==> config.mk <==
export PLATFORM = sky130hd
export DESIGN_NAME = mux_rr_arbiter
export DESIGN_NICKNAME = d
export VERILOG_FILES = /design/src/rtl/mux_arb_pkg.sv /design/src/rtl/mux_arb_rr_pick.sv /design/src/rtl/mux_rr_arbiter.sv
export SDC_FILE = /design/constraint.sdc
export NUM_CORES = 1
export LEC_CHECK = 0
export CORE_MARGIN = 4
export CORE_UTILIZATION = 36
export CTS_CLUSTER_SIZE = 24
export DETAILED_ROUTE_END_ITERATION = 12
export GPL_TIMING_DRIVEN = 0
export PLACE_DENSITY = 0.76
export SYNTH_ARGS = -nofsm -noshare
export SYNTH_HDL_FRONTEND = slang
export SYNTH_SLANG_ARGS = --single-unit
==> constraint.sdc <==
create_clock -name clk -period 3.55 [get_ports clk]
set_input_delay 0.8875 -clock clk [delete_from_list [all_inputs] [get_ports clk]]
set_output_delay 0.8875 -clock clk [all_outputs]
set_load 0.05 [all_outputs]
==> src/rtl/mux_arb_pkg.sv <==
// Shared types, default sizes and index helpers for the mux round-robin arbiter
// and its priority picker.
package mux_arb_pkg;

  typedef enum logic {ST_EMPTY = 1'b0, ST_FULL = 1'b1} state_t;

  localparam int DEF_N         = 4;
  localparam int DEF_W         = 8;
  localparam int DEF_BURST_LEN = 4;

  // (base + off) mod n; used for pointer advance and for un-rotating an offset.
  function automatic int unsigned rot_idx(input int unsigned base,
                                          input int unsigned off,
                                          input int unsigned n);
    return (base + off) % n;
  endfunction

endpackage

==> src/rtl/mux_arb_rr_pick.sv <==
// Combinational round-robin picker: first set request at or after ptr, wrapping
// modulo N, via a double-width rotate followed by a priority encoder.
module rr_pick
  import mux_arb_pkg::*;
#(
  parameter int N    = DEF_N,
  parameter int IDXW = $clog2(N)
) (
  input  logic [N-1:0]    req,
  input  logic [IDXW-1:0] ptr,
  output logic [N-1:0]    grant,
  output logic [IDXW-1:0] idx,
  output logic            any_req
);

  logic [N-1:0] rot;
  int unsigned  off;

  always_comb begin
    rot = N'({req, req} >> ptr);
    off = 0;
    for (int j = N - 1; j >= 0; j--) begin
      if (rot[j]) off = 32'(j);
    end
    any_req = |req;
    idx     = IDXW'(rot_idx(32'(ptr), off, N));
    grant   = any_req ? (N'(1) << idx) : '0;
  end

endmodule

==> src/rtl/mux_rr_arbiter.sv <==
// N-to-1 valid/ready round-robin arbiter with a registered output slot.
// Define MUX_ARB_BURST_EN to let a requester keep the pointer for up to BURST_LEN grants.
module mux_rr_arbiter
  import mux_arb_pkg::*;
#(
  parameter int N         = DEF_N,
  parameter int W         = DEF_W,
  parameter int BURST_LEN = DEF_BURST_LEN,
  parameter int IDXW      = $clog2(N)
) (
  input  logic            clk,
  input  logic            rst_n,
  input  logic [N-1:0]    in_valid,
  input  logic [N*W-1:0]  in_data,
  output logic [N-1:0]    in_ready,
  output logic            out_valid,
  output logic [W-1:0]    out_data,
  input  logic            out_ready,
  output logic [IDXW-1:0] grant_idx
);

  state_t          state_p0, state_nxt;
  logic [IDXW-1:0] ptr_p0, ptr_nxt;
  logic [N-1:0]    pick_grant;
  logic [IDXW-1:0] pick_idx;
  logic            pick_any;
  logic            slot_free;
  logic            xfer;

  rr_pick #(.N(N), .IDXW(IDXW)) u_pick (
    .req     (in_valid),
    .ptr     (ptr_p0),
    .grant   (pick_grant),
    .idx     (pick_idx),
    .any_req (pick_any)
  );

  assign out_valid = (state_p0 == ST_FULL);
  assign slot_free = !out_valid || out_ready;
  // Gated by rst_n so no requester sees a handshake while reset is held.
  assign xfer      = slot_free && pick_any && rst_n;
  assign in_ready  = xfer ? pick_grant : '0;

  always_comb begin
    state_nxt = state_p0;
    case (state_p0)
      ST_EMPTY: if (xfer) state_nxt = ST_FULL;
      ST_FULL:  if (out_ready) state_nxt = xfer ? ST_FULL : ST_EMPTY;
      default:  state_nxt = ST_EMPTY;
    endcase
  end

`ifdef MUX_ARB_BURST_EN
  localparam int CW = $clog2(BURST_LEN + 1);
  logic [CW-1:0] cnt_p0, cnt_nxt, cnt_inc;

  // A grant to the pointer owner extends its burst; any other winner starts a new one.
  always_comb begin
    ptr_nxt = ptr_p0;
    cnt_nxt = cnt_p0;
    cnt_inc = (pick_idx == ptr_p0) ? cnt_p0 + CW'(1) : CW'(1);
    if (xfer) begin
      if (cnt_inc >= CW'(BURST_LEN)) begin
        ptr_nxt = IDXW'(rot_idx(32'(pick_idx), 1, N));
        cnt_nxt = '0;
      end else begin
        ptr_nxt = pick_idx;
        cnt_nxt = cnt_inc;
      end
    end
  end

  always_ff @(posedge clk or negedge rst_n) begin
    if (!rst_n) cnt_p0 <= '0;
    else        cnt_p0 <= cnt_nxt;
  end
`else
  always_comb begin
    ptr_nxt = ptr_p0;
    if (xfer) ptr_nxt = IDXW'(rot_idx(32'(pick_idx), 1, N));
  end
`endif

  // Stage p0: output slot, FSM state and round-robin pointer
  always_ff @(posedge clk or negedge rst_n) begin
    if (!rst_n) begin
      state_p0  <= ST_EMPTY;
      ptr_p0    <= '0;
      out_data  <= '0;
      grant_idx <= '0;
    end else begin
      state_p0 <= state_nxt;
      ptr_p0   <= ptr_nxt;
      if (xfer) begin
        out_data  <= in_data[pick_idx*W +: W];
        grant_idx <= pick_idx;
      end
    end
  end

endmodule

==> metrics.yaml <==
sta:
  maxSlewViolCount: 0
  relSlewSlack_pct: 65.3
  final-hold-violation-count: 0
  setup_viol: 0
  finClkSkew_ps: 2.47
  fin_crit_sh_pct: 97.7
  setup_ws_ps: 82.1
  clock.fmax_mhz: 288
  timing.final.crit_period_ps: 3470
  setup_tns_ps: 0
  timing.hold.ws_ps: 486
  tightest_slew_ps: 518
floorplanning:
  core_mm2: 0.00281
  io_pins: 54
  die_x_um: 62.9
  floorplan.initialDensity_pct: 38.6
  die_y_um: 62.9
  fp-row-count: 19
  dieArea_mm2: 0.00395
drt:
  wire_per_inst_um: 15.7
  wirelength_mm: 3.35
  detail-route-antenna-nets: 0
  drtIter0Drc: 71
  detail_route.vias_per_cell: 5.66
  drt_first_pass_iters: 4
  vias: 1205
  drc: 0
layout:
  fin_util_pct: 66.0
  nets: 223
  insertedDiodeCount: 0
  area_delta_synth_final_pct: 70.9
  instances_no_fill: 213
  final_cell_mix: "clkdlybuf4s50_1 (44), nor2b_1 (17), nand2_1 (13), dfrtp_1 (13), buf_4 (11)"
  layout-drive-gt1-share_pct: 25.8
  final_common_cell: "clkdlybuf4s50_1"
  finalInstanceArea_mm2: 0.00185
global_routing:
  antenna_found_initial: 0
  grt_pass1_wl_mm: 5.61
  overflow: 0
  grt_max_degree: 19
  grt_pass1_vias: 1254
  track_usage_pct: 17.2
place:
  place.gp.congestion: 0.756
  dp_cells: 203
  pre_cts_slack_ps: -1420
  port_buffers: 52
  postPlaceCellArea_mm2: 0.00174
  dpl.hpwl_mm: 2.59
cts:
  clkTransAtPathRegs_ps: 80
  cts_made_buffers: 3
  clk-insertion-delay-late_ps: 280
  cts_tree: "yes"
  clock_sinks: 13
  cts_root_buf: "clkbuf_4"
  clockBufferDepth: 2
  htreeDepth: 1
hold_path:
  min_path_type: "flip-flop to flip-flop"
status:
  status: "completed"
power:
  cellPowerDensity_mw_per_mm2: 996
  p_total_mw: 1.85
  ir_drop_uv: 498
  leakagePower_nw: 0.702
yosys:
  synth-seq-cells: 13
  yosys_warnings: 0
  synth.distinct_cells: 37
  netlist_top_cells_area: "dfrtp_1 (30%), nor2b_1 (10%), a221oi_1 (6.5%)"
  synth_edf_count: 0
  synthCells: 120
  async_flop_share_pct: 100
  synth_ff_type: "dfrtp_1"
  syn_avg_cell_area_um2: 9.03
  yosysSeqAreaShare_pct: 30.0
  synthesis.area_mm2: 0.00108
  synth_fp_nets: 160
  synth_top_area_share_pct: 30.0
  yosys.area.top_type: "dfrtp_1"
critical_path:
  cp.required_ps: 2660
  endpoint_kind: "output port"
  crit_fanout: 6
  cp.arrival_ps: 2580
  critPathKind: "primary input to output port"
  startpoint_type: "primary input"
job:
  drv_cap: 0
-- power breakdown --
part | switching [mW] | total, mW | internal (mW)
Sequential | 0.0488 | 0.266 | 0.217
Combinational | 0.886 | 1.48 | 0.598
Clock | 0.0520 | 0.0956 | 0.0437
-- final timing paths --
kind                               from  slack, ps      endpoint  cells past startpoint
min                        grant_idx[0]        490  grant_idx[0]                      2
max reg2reg                   ptr_p0[1]       1090   out_data[5]                     12
max                         in_valid[3]         80   in_ready[2]                     12
min reg2reg                grant_idx[0]        490  grant_idx[0]                      2
max in group asynchronous         rst_n       2700   out_data[0]                      1
min in group asynchronous         rst_n        590   out_data[4]                      1
-- synth_stat cells, types with 2 or more instances --
cell type and count:
nor2b_1 18, nand2_1 17, dfrtp_1 13, o31ai_1 9, a221oi_1 8, a2111oi_0 5
a2111oi_1 3, buf_2 3, nand2b_1 3, nor2_1 3, nor3_1 3, o21ai_1 3
buf_1 2, buf_6 2, clkbuf_1 2, inv_1 2, nor3_2 2, nor3b_1 2
o21a_1 2
-- registers in the layout (all words and copies together), names as in the netlist --
register   cells
grant_idx      2
out_data       8
out_valid      1
ptr_p0         2
-- area by class of cell --
cell class | count | area [um2]
fill | 247 | 953
sequential | 13 | 325
inverter | 2 | 7.51
tap | 31 | 38.8
multi-input combinational | 96 | 830
clock buffer | 4 | 26.3
timing repair buffer | 60 | 573
buffer | 7 | 51.3
-- critical path, stage by stage --
cell and delay, ps:
clkbuf_4 150, nor2b_4 130, a21oi_2 90, o22ai_1 100, o21a_1 210, ha_4 200
xnor2_4 150, nor4_4 130, buf_4 170, nor2_4 50, nor3_4 120, buf_6 180
-- cell families after synthesis --
family	Yosys count	synth area share, %
compound gates	40	32.6
xor+xnor	2	1.62
fa+ha+maj	1	1.15
buf+inv	11	5.54
flops	13	30.0
mux	1	0.924
simple gates	52	28.2
-- timing repair --
action / in CTS / in global routing
buffers inserted: 6 / 2
setup endpoints to repair: 4 / 4
resized for setup: 43 / 8
pin swaps: 4 / 0
hold buffers: 0 / 0
-- layer usage --
layer	wire, um	up-vias	track usage (%)
met5	0	-	0
met4	36	0	5.79
met3	245	5	5.40
met2	1710	48	30.6
met1	1360	573	19.3
li1	-	579	-
No activity file was read; power rests on OpenSTA's default activity.
